### src/rtl/idu_sched_pkg.sv
// idu_sched_pkg: shared types and default latencies for the issue scheduler.
package idu_sched_pkg;
   localparam int DEF_XREGS = 32;
   localparam int DEF_MUL_LAT = 3;
   localparam int DEF_DIV_LAT = 16;
   typedef enum logic [1:0] {IDLE, BUSY, DONE} div_state_e;
   typedef struct packed {
      logic       valid;
      logic       rs1;
      logic       rs2;
      logic       rd;
      logic [4:0] rs1_addr;
      logic [4:0] rs2_addr;
      logic [4:0] rd_addr;
      logic       load;
      logic       mul;
      logic       div;
   } sched_in_t;
endpackage

### src/rtl/idu_sched_if.sv
// idu_sched_if: decode/execute-side signal bundle of the issue scheduler.
interface idu_sched_if #(parameter int XREGS = 32);
   logic             dec_valid, dec_rs1, dec_rs2, dec_rd;
   logic [4:0]       dec_rs1_addr, dec_rs2_addr, dec_rd_addr;
   logic             dec_load, dec_mul, dec_div;
   logic             exu_flush, ext_stall, lsu_wb_valid;
   logic [4:0]       lsu_wb_rd;
   logic             pipe_stall, pipe_flush, issue_valid;
   logic             div_start, div_busy, mul_done, div_done;
   logic [4:0]       mul_done_rd, div_done_rd;
   logic [XREGS-1:0] sb_pending;
   modport master (
      output dec_valid, dec_rs1, dec_rs2, dec_rd, dec_rs1_addr, dec_rs2_addr, dec_rd_addr,
             dec_load, dec_mul, dec_div, exu_flush, ext_stall, lsu_wb_valid, lsu_wb_rd,
      input  pipe_stall, pipe_flush, issue_valid, div_start, div_busy, mul_done, mul_done_rd,
             div_done, div_done_rd, sb_pending
   );
   modport slave (
      input  dec_valid, dec_rs1, dec_rs2, dec_rd, dec_rs1_addr, dec_rs2_addr, dec_rd_addr,
             dec_load, dec_mul, dec_div, exu_flush, ext_stall, lsu_wb_valid, lsu_wb_rd,
      output pipe_stall, pipe_flush, issue_valid, div_start, div_busy, mul_done, mul_done_rd,
             div_done, div_done_rd, sb_pending
   );
endinterface

### src/rtl/idu_sched_div_seq.sv
// div_seq: divider occupancy FSM; done pulses DIV_LAT cycles after the start cycle.
module div_seq
   import idu_sched_pkg::*;
#(
   parameter int DIV_LAT = DEF_DIV_LAT
) (
   input  logic       clk,
   input  logic       rst,
   input  logic       start,
   input  logic [4:0] rd,
   output logic       div_start,
   output logic       div_busy,
   output logic       div_done,
   output logic [4:0] div_done_rd
);
   localparam int CW = $clog2(DIV_LAT);
   div_state_e st, st_n;
   logic [CW-1:0] cnt, cnt_n;
   logic [4:0] rd_q, rd_n;
   always_ff @(posedge clk) begin
      if (rst) begin
         st <= IDLE;
         cnt <= '0;
         rd_q <= '0;
      end else begin
         st <= st_n;
         cnt <= cnt_n;
         rd_q <= rd_n;
      end
   end
   // Counter reaches 0 on entry to DONE, so DONE lands exactly DIV_LAT cycles after start.
   always_comb begin
      st_n = st;
      cnt_n = cnt;
      rd_n = rd_q;
      div_start = start & (st == IDLE);
      case (st)
         IDLE: begin
            st_n = div_start ? BUSY : IDLE;
            cnt_n = div_start ? CW'(DIV_LAT - 1) : cnt;
            rd_n = div_start ? rd : rd_q;
         end
         BUSY: begin
            cnt_n = cnt - CW'(1);
            st_n = (cnt == CW'(1)) ? DONE : BUSY;
         end
         default: st_n = IDLE;
      endcase
   end
   assign div_busy = st != IDLE;
   assign div_done = st == DONE;
   assign div_done_rd = rd_q;
endmodule

### src/rtl/idu_sched.sv
// idu_sched: issue scheduler with long-latency scoreboard, multiplier pipe and divider sequencing.
module idu_sched
   import idu_sched_pkg::*;
#(
   parameter int XREGS = DEF_XREGS,
   parameter int MUL_LAT = DEF_MUL_LAT,
   parameter int DIV_LAT = DEF_DIV_LAT
) (
   input logic clk,
   input logic rst,
   idu_sched_if.slave bus
);
   sched_in_t d;
   logic hazard, issue, div_busy, div_done;
   logic [4:0] div_done_rd;
   logic [XREGS-1:0] sb, set_m, clr_m;
   logic [MUL_LAT-1:0] mv;
   logic [MUL_LAT-1:0][4:0] mrd;
   assign d = '{valid: bus.dec_valid, rs1: bus.dec_rs1, rs2: bus.dec_rs2, rd: bus.dec_rd,
                rs1_addr: bus.dec_rs1_addr, rs2_addr: bus.dec_rs2_addr, rd_addr: bus.dec_rd_addr,
                load: bus.dec_load, mul: bus.dec_mul, div: bus.dec_div};
   // Hazards see only registered scoreboard state: a dependent issues the cycle after the clear.
   always_comb begin
      hazard = (d.rs1 & |d.rs1_addr & sb[d.rs1_addr]) | (d.rs2 & |d.rs2_addr & sb[d.rs2_addr])
             | (d.rd & |d.rd_addr & sb[d.rd_addr]) | (d.div & div_busy);
      issue = d.valid & ~bus.exu_flush & ~hazard & ~bus.ext_stall;
      set_m = '0;
      clr_m = '0;
      set_m[d.rd_addr] = issue & d.rd & |d.rd_addr & (d.load | d.mul | d.div);
      clr_m[bus.lsu_wb_rd] = bus.lsu_wb_valid;
      clr_m[mrd[MUL_LAT-1]] = clr_m[mrd[MUL_LAT-1]] | mv[MUL_LAT-1];
      clr_m[div_done_rd] = clr_m[div_done_rd] | div_done;
   end
   always_ff @(posedge clk) begin
      if (rst) begin
         sb <= '0;
         mv <= '0;
         mrd <= '0;
      end else begin
         sb <= (sb & ~clr_m) | set_m;
         mv[0] <= issue & d.mul;
         mrd[0] <= d.rd_addr;
         for (int i = 1; i < MUL_LAT; i++) begin
            mv[i] <= mv[i-1];
            mrd[i] <= mrd[i-1];
         end
      end
   end
   div_seq #(.DIV_LAT(DIV_LAT)) u_div (
      .clk(clk),
      .rst(rst),
      .start(issue & d.div),
      .rd(d.rd_addr),
      .div_start(bus.div_start),
      .div_busy(div_busy),
      .div_done(div_done),
      .div_done_rd(div_done_rd)
   );
   assign bus.pipe_flush = bus.exu_flush;
   assign bus.pipe_stall = d.valid & ~bus.exu_flush & (hazard | bus.ext_stall);
   assign bus.issue_valid = issue;
   assign bus.div_busy = div_busy;
   assign bus.div_done = div_done;
   assign bus.div_done_rd = div_done_rd;
   assign bus.mul_done = mv[MUL_LAT-1];
   assign bus.mul_done_rd = mrd[MUL_LAT-1];
   assign bus.sb_pending = sb;
endmodule

### src/flat_wrapper.sv
// flat-port wrapper written by rule: the top's interface ports become plain ports
module idu_sched_flat import idu_sched_pkg::*;
#(
   parameter int XREGS = DEF_XREGS,
   parameter int MUL_LAT = DEF_MUL_LAT,
   parameter int DIV_LAT = DEF_DIV_LAT
)
  (clk, rst, bus_dec_valid, bus_dec_rs1, bus_dec_rs2, bus_dec_rd, bus_dec_rs1_addr, bus_dec_rs2_addr, bus_dec_rd_addr, bus_dec_load, bus_dec_mul, bus_dec_div, bus_exu_flush, bus_ext_stall, bus_lsu_wb_valid, bus_lsu_wb_rd, bus_pipe_stall, bus_pipe_flush, bus_issue_valid, bus_div_start, bus_div_busy, bus_mul_done, bus_mul_done_rd, bus_div_done, bus_div_done_rd, bus_sb_pending);
  idu_sched_if #(.XREGS(XREGS)) bus_i ();
  input logic clk;
  input logic rst;
  input wire logic [$bits(bus_i.dec_valid)-1:0] bus_dec_valid;
  input wire logic [$bits(bus_i.dec_rs1)-1:0] bus_dec_rs1;
  input wire logic [$bits(bus_i.dec_rs2)-1:0] bus_dec_rs2;
  input wire logic [$bits(bus_i.dec_rd)-1:0] bus_dec_rd;
  input wire logic [$bits(bus_i.dec_rs1_addr)-1:0] bus_dec_rs1_addr;
  input wire logic [$bits(bus_i.dec_rs2_addr)-1:0] bus_dec_rs2_addr;
  input wire logic [$bits(bus_i.dec_rd_addr)-1:0] bus_dec_rd_addr;
  input wire logic [$bits(bus_i.dec_load)-1:0] bus_dec_load;
  input wire logic [$bits(bus_i.dec_mul)-1:0] bus_dec_mul;
  input wire logic [$bits(bus_i.dec_div)-1:0] bus_dec_div;
  input wire logic [$bits(bus_i.exu_flush)-1:0] bus_exu_flush;
  input wire logic [$bits(bus_i.ext_stall)-1:0] bus_ext_stall;
  input wire logic [$bits(bus_i.lsu_wb_valid)-1:0] bus_lsu_wb_valid;
  input wire logic [$bits(bus_i.lsu_wb_rd)-1:0] bus_lsu_wb_rd;
  output wire logic [$bits(bus_i.pipe_stall)-1:0] bus_pipe_stall;
  output wire logic [$bits(bus_i.pipe_flush)-1:0] bus_pipe_flush;
  output wire logic [$bits(bus_i.issue_valid)-1:0] bus_issue_valid;
  output wire logic [$bits(bus_i.div_start)-1:0] bus_div_start;
  output wire logic [$bits(bus_i.div_busy)-1:0] bus_div_busy;
  output wire logic [$bits(bus_i.mul_done)-1:0] bus_mul_done;
  output wire logic [$bits(bus_i.mul_done_rd)-1:0] bus_mul_done_rd;
  output wire logic [$bits(bus_i.div_done)-1:0] bus_div_done;
  output wire logic [$bits(bus_i.div_done_rd)-1:0] bus_div_done_rd;
  output wire logic [$bits(bus_i.sb_pending)-1:0] bus_sb_pending;
  assign bus_i.dec_valid = bus_dec_valid;
  assign bus_i.dec_rs1 = bus_dec_rs1;
  assign bus_i.dec_rs2 = bus_dec_rs2;
  assign bus_i.dec_rd = bus_dec_rd;
  assign bus_i.dec_rs1_addr = bus_dec_rs1_addr;
  assign bus_i.dec_rs2_addr = bus_dec_rs2_addr;
  assign bus_i.dec_rd_addr = bus_dec_rd_addr;
  assign bus_i.dec_load = bus_dec_load;
  assign bus_i.dec_mul = bus_dec_mul;
  assign bus_i.dec_div = bus_dec_div;
  assign bus_i.exu_flush = bus_exu_flush;
  assign bus_i.ext_stall = bus_ext_stall;
  assign bus_i.lsu_wb_valid = bus_lsu_wb_valid;
  assign bus_i.lsu_wb_rd = bus_lsu_wb_rd;
  assign bus_pipe_stall = bus_i.pipe_stall;
  assign bus_pipe_flush = bus_i.pipe_flush;
  assign bus_issue_valid = bus_i.issue_valid;
  assign bus_div_start = bus_i.div_start;
  assign bus_div_busy = bus_i.div_busy;
  assign bus_mul_done = bus_i.mul_done;
  assign bus_mul_done_rd = bus_i.mul_done_rd;
  assign bus_div_done = bus_i.div_done;
  assign bus_div_done_rd = bus_i.div_done_rd;
  assign bus_sb_pending = bus_i.sb_pending;
  idu_sched #(.XREGS(XREGS), .MUL_LAT(MUL_LAT), .DIV_LAT(DIV_LAT)) u_core (.clk(clk), .rst(rst), .bus(bus_i));
endmodule
### config.mk
export PLATFORM = sky130hd
export DESIGN_NAME = idu_sched_flat
export DESIGN_NICKNAME = d
export VERILOG_FILES = /design/src/rtl/idu_sched_pkg.sv /design/src/rtl/idu_sched_if.sv /design/src/rtl/idu_sched_div_seq.sv /design/src/rtl/idu_sched.sv /design/src/flat_wrapper.sv
export SDC_FILE = /design/constraint.sdc
export NUM_CORES = 1
export LEC_CHECK = 0
export ABC_AREA = 1
export CAP_MARGIN = 20
export CORE_ASPECT_RATIO = 0.7
export CORE_MARGIN = 2
export CORE_UTILIZATION = 45
export DETAILED_ROUTE_END_ITERATION = 10
export PLACE_DENSITY_LB_ADDON = 0.05
export RECOVER_POWER = 50
export SLEW_MARGIN = 10
export SYNTH_ARGS = -nofsm -noshare
export SYNTH_HDL_FRONTEND = slang
export SYNTH_HIERARCHICAL = 1
export SYNTH_SLANG_ARGS = --single-unit
### constraint.sdc
create_clock -name clk -period 3.5 [get_ports clk]
set_clock_uncertainty 0.2 [all_clocks]
set_input_delay 0.35 -clock clk [delete_from_list [all_inputs] [get_ports clk]]
set_output_delay 0.35 -clock clk [all_outputs]
set_load 0.1 [all_outputs]
==> metrics, run 1 <==
critical path endpoint category primary output; post-synthesis async set-or-reset flop share 0; Relative slew margins 0.2192; setup violation total in the final timing report 1; Slowest-stage cell, CP sky130_fd_sc_hd__clkdlybuf4s50_1; vias after detailed routing 7014; power density over cell area 278.1 nW/µm²; post-layout min period 3.524 ns; Layout Area Growth over Synthesis 35.70%; post-place setup slack -0.05327 ns; cell area after technology mapping 5433 µm²; violations in the final reports negative setup slack; 1st-iter DRT viols 821; Inserted Clock Buffers 9; pins over their slew limit 0; fraction of synthesized area in multiplexers 0; number of synthesis warnings 6; worst reg2reg endpoint u_core/bus.sb_pending[27]$_SDFF_PP0_; Skew-Pair Late Insertion Delay 0.33 ns; worst reg2reg path depth 17; Post-Route Setup TNS -0.02389 ns; met2 usage 0.4272; port buffer count 80; maximum cell stage delay along the critical path 0.54 ns; chip height 95.93 µm; post-synthesis simple-gate area fraction 0.4076; Clock Sink Count 61; utilization of the core after routing 0.6287; result of the run complete, but fails checks; clock tree from TritonCTS built; class of the tightest hold or removal check input port to flip-flop; count of endpoints failing hold in the final timing report 0; Routed wire per std cell 15.57 µm; GPL Wtd Cong 0.9316; fraction of final layout cells sized beyond drive strength 1 0.1500; overall routed net length 19.78 mm; highest ir drop seen on vdd 0.2863 mV; fraction of the cycle the final worst path needs 1.007; commonest non-fill, non-tap cell in the layout sky130_fd_sc_hd__nor2_1; reg-to-reg startpoint u_core/bus.mul_done_rd[2]$_SDFF_PP0_; Critical Path Fanout Max 5; Final WS setup -0.02389 ns; clock tree buffer depth 2; count of pins on the block boundary 81; antenna viol nets, final 0; H-tree depth 3; post-synthesis share of cell area spent on xor and xnor gates 0; sink of the worst hold path u_core/u_div/div_done_rd[0]$_SDFFE_PP0P_; Residual DRC 0; Top FF cell, synth sky130_fd_sc_hd__dfxtp_1; register clock-pin slew on the reported worst setup and hold paths 0.06 ns; power consumption 2.050 mW; Total Nets Final 1142; reported leakage power 3.269 nW; combined global-route utilization of all metal layers 0.3039; arrival time at the worst endpoint 2.97 ns; row count 33; Most Crowded Layer GR met1; number of antenna repair diodes 0; number of unique standard cell types used by synthesis 40; reg-to-reg slack, setup 0.44 ns; pin count of the biggest net entering global routing 36; Slew @ Worst Pin 1.176 ns; Hold Path Cell Cnt 3; DIE WIDTH 135.3 µm; area of the core 11730 µm²; number of global-route vias before repair 6103; Initial DRT Pass Iterations 5; Die Outline Area 12980 µm²; Clk Tree Root Cell sky130_fd_sc_hd__clkbuf_16; CP Class input port to primary output; hold wc startpoint bus_dec_rd_addr[0]; cell chain of the critical path clkdlybuf4s50_1, clkinvlp_4, buf_4, o21ai_0, o211ai_1, o211ai_1, nand3_1, o211ai_1, nand3b_1, nor3_4, and2_4, nand2_4, clkinv_4, buf_12; Post-Syn Nets 998; post-detailed-route via-to-cell ratio 5.523; global-route track usage on met1 0.4403; post-synthesis compound-gate area fraction 0.2347; post-synthesis register bit count 61; number of antenna violations at the first check in global routing 0; sequential share of the synthesized area 0.2248; met3 usage in global routing 0.1058; half-perimeter wire length after placement 15.10 mm; starting utilization of the core area 0.4633; max frequency 283.8 MHz; count of flip-flops with a built-in enable after synthesis 0; gate count of the mapped netlist 964; dominant cell type by count on the critical path sky130_fd_sc_hd__o211ai_1; global-route wire length before repair 30.96 mm; data required time at the worst endpoint 2.95 ns; Remaining Overflow, GRT 0; average cell area after synthesis 5.636 µm²; Startpoint Class input port; largest family of logic cells by synthesized area simple AND/OR/NAND/NOR gates; number of maximum-capacitance violations 0; setup repair after global routing missed its margin true; leading cell types in the layout, fill and taps excluded sky130_fd_sc_hd__nor2_1 (178), sky130_fd_sc_hd__nand2_1 (177), sky130_fd_sc_hd__inv_1 (105); adder and majority cell fraction of the synthesized area 0.004606
[power breakdown]
| group | internal [mW] | switching, mW | total [mW] |
|---|---|---|---|
| Combinational | 0.151 | 0.264 | 0.416 |
| Clock | 0.562 | 0.355 | 0.917 |
| Sequential | 0.707 | 0.00990 | 0.717 |
| Total | 1.42 | 0.630 | 2.05 |
[area by class of cell]
type	count	area, µm²
Fill cell	1175	4354
Multi-Input combinational cell	739	3561
Timing Repair Buffer	181	1638
Sequential cell	61	1221
Inverter	116	449.2
Clock buffer	9	225.2
Tap cell	157	196.4
Clock inverter	7	81.33
[flip-flops by register name, indices dropped and copies added, names as in the netlist]
signal and flops:
u_core/u_div/div_done_rd 5, u_core/bus.mul_done_rd 5, u_core/bus.sb_pending 32, u_core/u_div/st 2, u_core/u_div/cnt 4, u_core/mrd 10, u_core/mv 3
[per-layer routing]
metal  vias to the layer above  routed length (µm)
met1                      3112                9127
met5                         -                   0
li1                       3479                   -
met4                         0                 291
met2                       392                7806
met3                        31                2554
[what timing repair did]
| action | in CTS | in global routing |
|---|---|---|
| endpoints found under the setup margin | 1 | 8 |
| hold endpoints to repair | 0 | 0 |
| gates resized for setup | 1 | 17 |
| buffers inserted | 0 | 10 |
| pin swaps | 0 | 3 |
| hold buffers | 0 | 0 |
[cells by family after synthesis]
kind of cell,Yosys count
AND/OR/NAND/NOR,510
flip-flops,61
buffers and inverters,164
AO/OA/AOI/OAI,227
adder cells (fa/ha/maj),2
[worst max path at each step]
stage | from | end | slack, ns | cells past startpoint
4_1_cts | bus_dec_rd_addr[0] | bus_div_start | 0.02 | 16
6_report | bus_dec_rs1_addr[1] | bus_div_start | -0.02 | 14
2_1_floorplan | u_core/bus.sb_pending[8]$_SDFF_PP0_ | bus_div_start | -0.05 | 10
3_5_place_dp | bus_dec_rd_addr[0] | bus_div_start | -0.05 | 15
3_3_place_gp | bus_dec_rd_addr[1] | bus_div_start | -0.07 | 14
5_1_grt | bus_dec_rs1_addr[1] | bus_div_start | -0.12 | 14
[Yosys cell counts (all sizes together), types with 11 or more instances]
master  count  share of area
buf        25          0.031
inv       113          0.078
dfxtp      61           0.22
nor3       14          0.014
o22ai      26          0.030
o21ai     108          0.099
a21oi      54          0.050
nand2     180           0.13
nor2      187           0.13
o211ai     11          0.015
nand3     112           0.11
a22oi      16          0.022
clkbuf     23          0.016
[through the flow]
step                      std cells  cell area (µm²)  hold WS, ns
after floorplan                 964             5441       0.1883
after global placement         1244             6933       0.1893
after detailed placement       1244             6933       0.1934
after CTS                      1260             7244       0.2005
after global routing           1270             7372       0.2134
final                          1270             7372       0.1772
[worst max-delay path, delay by kind of cell]
family          cells  cell delay, ns
buf+inv             5            1.10
simple gates        5            0.82
compound gates      4            0.70
(Power assumes the default switching activity.)
==> run 2, diff against run 1 <==
HOLD_SLACK_MARGIN = 0.03   (was unset)
clock period = 3.8 ns   (was 3.5 ns; I/O delays follow)
==> run 2 against run 1 <==
The flow finishes with violations (max-capacitance violations, max-slew violations). First-iteration DRC count up 30%. Design area is 5.4% lower. Sequential share of layout area is 0.95 points higher. Power fell by 9.0%. Worst setup slack better by 0.25 ns.
==> metrics, run 2 (same netlist as run 1, synthesis figures left out) <==
Relative slew margins -0.6751 (-0.8943); Post-Route Setup TNS 0 ns (+0.02389 ns); Final WS setup 0.2254 ns (+0.2493 ns); DIE WIDTH 135.3 µm (unchanged); 1st-iter DRT viols 1068 (+30%); number of maximum-capacitance violations 1 (+1); Startpoint Class input port; count of endpoints failing hold in the final timing report 0 (unchanged); CP Class input port to primary output; pins over their slew limit 53 (+53); vias after detailed routing 6816 (-2.8%); pin count of the biggest net entering global routing 53 (+47%); setup repair after global routing missed its margin false; commonest non-fill, non-tap cell in the layout sky130_fd_sc_hd__nor2_1; post-place setup slack 0.1468 ns (+0.2001 ns); violations in the final reports max-capacitance violations, max-slew violations; smallest hold slack 0.2037 ns (+0.02649 ns); Clk Tree Root Cell sky130_fd_sc_hd__clkbuf_16; register clock-pin slew on the reported worst setup and hold paths 0.06 ns (about the same); critical path endpoint category primary output; GPL Wtd Cong 1.010 (+8.5%); row count 33 (unchanged); reported leakage power 2.999 nW (-8.3%); starting utilization of the core area 0.4633 (unchanged); number of antenna violations at the first check in global routing 0 (unchanged); Initial DRT Pass Iterations 6 (+1); Die Outline Area 12980 µm² (unchanged); class of the tightest hold or removal check flip-flop to flip-flop; antenna viol nets, final 0 (unchanged); number of antenna repair diodes 0 (unchanged); chip height 95.93 µm (unchanged); Residual DRC 0 (unchanged); Clock Sink Count 61 (unchanged); count of pins on the block boundary 81 (unchanged); data required time at the worst endpoint 3.22 ns (+0.27 ns); combined global-route utilization of all metal layers 0.3095 (+0.005543); post-layout min period 3.575 ns; global-route wire length before repair 31.34 mm (+1.2%); highest ir drop seen on vdd 0.2556 mV (-11%); area of the core 11730 µm² (unchanged); Total Nets Final 1085 (-5.0%); port buffer count 80 (unchanged); fraction of final layout cells sized beyond drive strength 1 0.09943 (-0.05061); Inserted Clock Buffers 9 (unchanged); post-detailed-route via-to-cell ratio 5.619 (+1.7%); overall routed net length 19.89 mm (+0.54%); post-route design area 6974 µm² (-5.4%); max frequency 279.8 MHz; Remaining Overflow, GRT 0 (unchanged); number of cells in the design after placement 1193 (-4.1%); Critical Path Fanout Max 19 (+14); Slew @ Worst Pin 2.513 ns (+1.336 ns); fraction of the cycle the final worst path needs 0.9407; Routed wire per std cell 16.39 µm (+5.3%); dpl cell area 6603 µm² (-4.8%); clock tree from TritonCTS built; setup violation total in the final timing report 0 (-1); power density over cell area 267.5 nW/µm² (-3.8%); arrival time at the worst endpoint 2.99 ns (+0.02 ns); half-perimeter wire length after placement 14.77 mm (-2.2%); utilization of the core after routing 0.5948 (-0.03393); result of the run complete, but fails checks; power consumption 1.866 mW (-9.0%); Skew-Pair Late Insertion Delay 0.34 ns (about the same); H-tree depth 3 (unchanged); number of standard cells in the layout, taps in and fillers out 1213 (-4.5%); number of global-route vias before repair 5961 (-2.3%); max FFs per register 32 (unchanged); clock tree buffer depth 2 (unchanged); Layout Area Growth over Synthesis 28.37%; leading cell types in the layout, fill and taps excluded sky130_fd_sc_hd__nor2_1 (179), sky130_fd_sc_hd__nand2_1 (175), sky130_fd_sc_hd__inv_1 (105)
==> run 2: final cells by class <==
| cell class | count | area, µm² |
|---|---|---|
| well taps | 157 | 196.4 |
| clock buffers | 9 | 225.2 |
| multi-input cells | 739 | 3533 |
| fillers | 1216 | 4752 |
| clock inverters | 7 | 73.82 |
| repair buffers | 124 | 1276 |
| flip-flops and latches | 61 | 1221 |
| inverters | 116 | 447.9 |
==> run 2: timing repair <==
item | 4_1_cts | 5_1_grt
gates resized for setup | 0 | 8
setup buffers | 0 | 4
hold buffers | 0 | 0
setup endpoints to repair | 0 | 1
==> run 2: final timing paths <==
path / start / to / slack, ns / cells past startpoint
worst min register to register: u_core/mrd[5]$_SDFF_PP0_ / u_core/bus.mul_done_rd[0]$_SDFF_PP0_ / 0.20 / 2
worst max register to register: u_core/bus.mul_done_rd[1]$_SDFF_PP0_ / u_core/bus.sb_pending[3]$_SDFF_PP0_ / 0.63 / 19
worst max-delay path: bus_dec_rs1_addr[0] / bus_div_start / 0.23 / 14
worst min-delay path: u_core/mrd[5]$_SDFF_PP0_ / u_core/bus.mul_done_rd[0]$_SDFF_PP0_ / 0.20 / 2
==> run 2: layer usage <==
metal | vias up | GRT usage | share of wire
met1 | 3081 | 0.4557 | 0.47
met2 | 345 | 0.4454 | 0.41
li1 | 3370 | - | -
met3 | 20 | 0.08583 | 0.11
met4 | 0 | 0.07031 | 0.012
met5 | - | 0 | 0
==> run 2: report_power, final <==
group | switching (mW) | internal [mW] | leakage, nW | total, mW
Sequential | 0.00891 | 0.651 | 0.494 | 0.660
Combinational | 0.240 | 0.123 | 2.36 | 0.363
Clock | 0.331 | 0.511 | 0.146 | 0.842
Total | 0.580 | 1.29 | 3.00 | 1.87
==> run 2: critical path: stages <==
cell and delay (ns):
sky130_fd_sc_hd__clkdlybuf4s50_1 0.44, sky130_fd_sc_hd__inv_2 0.26, sky130_fd_sc_hd__a21oi_1 0.11, sky130_fd_sc_hd__o21ai_0 0.07
sky130_fd_sc_hd__o21ai_0 0.11, sky130_fd_sc_hd__o211ai_1 0.21, sky130_fd_sc_hd__nand3_1 0.11, sky130_fd_sc_hd__o211ai_1 0.32
sky130_fd_sc_hd__nand3b_1 0.21, sky130_fd_sc_hd__nor3_4 0.24, sky130_fd_sc_hd__and2_4 0.19, sky130_fd_sc_hd__nand2_4 0.08
sky130_fd_sc_hd__clkinv_4 0.10, sky130_fd_sc_hd__buf_12 0.17
==> run 3, diff against run 2 <==
CORE_UTILIZATION = 56   (was 45)
==> run 3 against run 2 <==
The run now ends clean. Critical path type unchanged. Via count rose by 1.9%. Non-clock buffer count shrank 11. Fmax down 2.2%. Register-to-register slack about the same. Flip-flop and latch count unchanged. Utilization is 12 points higher. Wire length shrank 5.3%. Global-route usage is 4.8 points higher. Clock power grew 0.5%. Hold slack worse by 0.0024 ns. Worst setup slack worse by 0.079 ns.
==> metrics, run 3 (same netlist as run 1, synthesis figures left out) <==
result of the run completed; fraction of the cycle the final worst path needs 0.9613 (+0.02067); Layout Area Growth over Synthesis 25.17%; Total Nets Final 1074 (-1.0%); sequential fraction of design power 0.357 (+0.003); count of endpoints failing hold in the final timing report 0 (unchanged); Startpoint Class input port; worst reg2reg path depth 19 (unchanged); post-layout min period 3.653 ns (+0.07856 ns); Remaining Overflow, GRT 0 (unchanged); H-tree depth 3 (unchanged); count of pins on the block boundary 81 (unchanged); register clock-pin slew on the reported worst setup and hold paths 0.06 ns (about the same); chip height 86.41 µm (-9.9%); global-route wire length before repair 29.79 mm (-5.0%); overall routed net length 18.84 mm (-5.3%); worst reg2reg endpoint u_core/bus.sb_pending[16]$_SDFF_PP0_; smallest hold slack 0.2013 ns (-0.002388 ns); sink of the worst hold path u_core/mv[2]$_SDFF_PP0_; number of global-route vias before repair 5932 (-0.49%); row count 30 (-9.1%); power density over cell area 272.4 nW/µm² (+1.8%); starting utilization of the core area 0.5676 (+0.1043); Relative slew margins 0.04714 (+0.7222); arrival time at the worst endpoint 3.07 ns (+0.08 ns); Critical Path Fanout Max 11 (-8); data required time at the worst endpoint 3.22 ns (about the same); Skew-Pair Late Insertion Delay 0.34 ns (about the same); Post-Route Setup TNS 0 ns (unchanged); CTS hold repair buffers 0 (unchanged); Clk Tree Root Cell sky130_fd_sc_hd__clkbuf_16; Int Power 1.282 mW (-0.28%); Initial DRT Pass Iterations 6 (unchanged); port buffer count 80 (unchanged); reported leakage power 2.930 nW (-2.3%); Die Outline Area 10520 µm² (-19%); 1st-iter DRT viols 1102 (+3.2%); half-perimeter wire length after placement 13.89 mm (-5.9%); Hold Path Cell Cnt 2 (unchanged); highest ir drop seen on vdd 0.3478 mV (+36%); Inserted Clock Buffers 9 (unchanged); post-route design area 6800 µm² (-2.5%); antenna viol nets, final 0 (unchanged); vias after detailed routing 6945 (+1.9%); combined global-route utilization of all metal layers 0.3572 (+0.04769); Slew @ Worst Pin 1.429 ns (-1.083 ns); CP Class input port to primary output; area of the core 9572 µm² (-18%); clock tree buffer depth 2 (unchanged); leading cell types in the layout, fill and taps excluded sky130_fd_sc_hd__nor2_1 (179), sky130_fd_sc_hd__nand2_1 (177), sky130_fd_sc_hd__inv_1 (107); number of maximum-capacitance violations 0 (-1); dpl cell area 6491 µm² (-1.7%); clock tree from TritonCTS built; max FFs per register 32 (unchanged); Clock Sink Count 61 (unchanged); setup violation total in the final timing report 0 (unchanged); combinational group share of total power 0.186 (-0.009); commonest non-fill, non-tap cell in the layout sky130_fd_sc_hd__nor2_1; reg-to-reg slack, setup 0.64 ns (about the same); number of antenna repair diodes 0 (unchanged); reg-to-reg startpoint u_core/bus.mul_done_rd[0]$_SDFF_PP0_; DIE WIDTH 121.7 µm (-10%); class of the tightest hold or removal check flip-flop to flip-flop; pins over their slew limit 0 (-100%); Routed wire per std cell 16.06 µm (-2.0%); net switching component of the power 0.5703 mW (-1.7%); fraction of final layout cells sized beyond drive strength 1 0.08517 (-0.01426); switching part of the total 0.3079 (-0.003070); power consumption 1.852 mW (-0.73%); number of antenna violations at the first check in global routing 0 (unchanged); pin count of the biggest net entering global routing 34 (-36%); post-detailed-route via-to-cell ratio 5.921 (+5.4%); Residual DRC 0 (unchanged); critical path endpoint category primary output; hold wc startpoint u_core/mv[1]$_SDFF_PP0_; GPL Wtd Cong 1.009 (-0.14%); part of the power in the clock network 0.457 (+0.006); setup repair after global routing missed its margin false; max frequency 273.7 MHz (-2.2%)
==> run 3: cell count changes in the layout (fill, tap and decap cells not counted), moves of 2 or more <==
cell	delta
sky130_fd_sc_hd__clkinvlp_4	-2
sky130_fd_sc_hd__clkdlybuf4s50_1	+3
sky130_fd_sc_hd__dlymetal6s2s_1	-2
sky130_fd_sc_hd__nand2_1	+2
sky130_fd_sc_hd__buf_4	-6
sky130_fd_sc_hd__inv_1	+2
sky130_fd_sc_hd__buf_12	-4
sky130_fd_sc_hd__nand2_2	-2
==> run 3: per-layer routing <==
layer / routed length, µm / GRT usage / up-vias
li1: - / - / 3349
met2: 7902 / 0.5194 / 423
met1: 8207 / 0.5234 / 3134
met4: 289 / 0.08255 / 0
met3: 2442 / 0.09934 / 39
met5: 0 / 0 / -
==> run 3: power groups by stage <==
stage	Sequential [mW]	Clock (mW)	Combinational, mW
final	0.661	0.846	0.345
after global routing	0.662	0.882	0.370
after CTS	0.661	0.848	0.336
after detailed placement	0.675	0	0.334
after global placement	0.675	0	0.331
after floorplan	0.687	0	0.195
==> run 3: area by class of cell <==
type	count	area (µm²)
inverter	116	440.4
sequential	61	1221
clock inverter	7	80.08
timing repair buffer	113	1147
multi-input combinational	739	3526
clock buffer	9	225.2
fill	885	2771
tap	128	160.2
==> run 3: critical path, stage by stage <==
cell,delay [ns]
sky130_fd_sc_hd__clkdlybuf4s50_1,0.55
sky130_fd_sc_hd__inv_1,0.34
sky130_fd_sc_hd__a21oi_1,0.07
sky130_fd_sc_hd__o21ai_0,0.09
sky130_fd_sc_hd__o21ai_0,0.11
sky130_fd_sc_hd__o211ai_1,0.17
sky130_fd_sc_hd__nand3_1,0.12
sky130_fd_sc_hd__o211ai_1,0.30
sky130_fd_sc_hd__nand3b_1,0.20
sky130_fd_sc_hd__nor3_4,0.16
sky130_fd_sc_hd__and2_1,0.21
sky130_fd_sc_hd__nand2_4,0.10
sky130_fd_sc_hd__clkinv_4,0.09
sky130_fd_sc_hd__buf_12,0.17
==> run 3: repair_timing <==
item / CTS / global route
setup buffers: 0 / 0
setup endpoints to repair: 0 / 1
gates resized for setup: 0 / 1
==> run 3: worst max path at each step <==
stage	from	end	slack, ns	depth (start not counted)
after floorplan	u_core/bus.sb_pending[17]$_SDFF_PP0_	bus_pipe_stall	-0.06	10
after global placement	bus_dec_rs1_addr[1]	bus_div_start	0.28	14
after CTS	bus_dec_rd_addr[0]	bus_div_start	0.18	15
after global routing	bus_dec_rs1_addr[1]	bus_div_start	0.003	14
after detailed placement	bus_dec_rd_addr[0]	bus_div_start	0.21	15
final	bus_dec_rs1_addr[1]	bus_div_start	0.15	14
==> run 3: stage by stage <==
| step | util | worst slack, ns | std cells |
|---|---|---|---|
| detailed placement | 0.6782 | 0.2067 | 1157 |
| floorplan | - | -0.06329 | 964 |
| global placement | 0.6782 | 0.2795 | 1157 |
| finish | 0.7105 | 0.1469 | 1173 |
| CTS | 0.7101 | 0.1793 | 1173 |
| global route | 0.7105 | 0.002695 | 1173 |
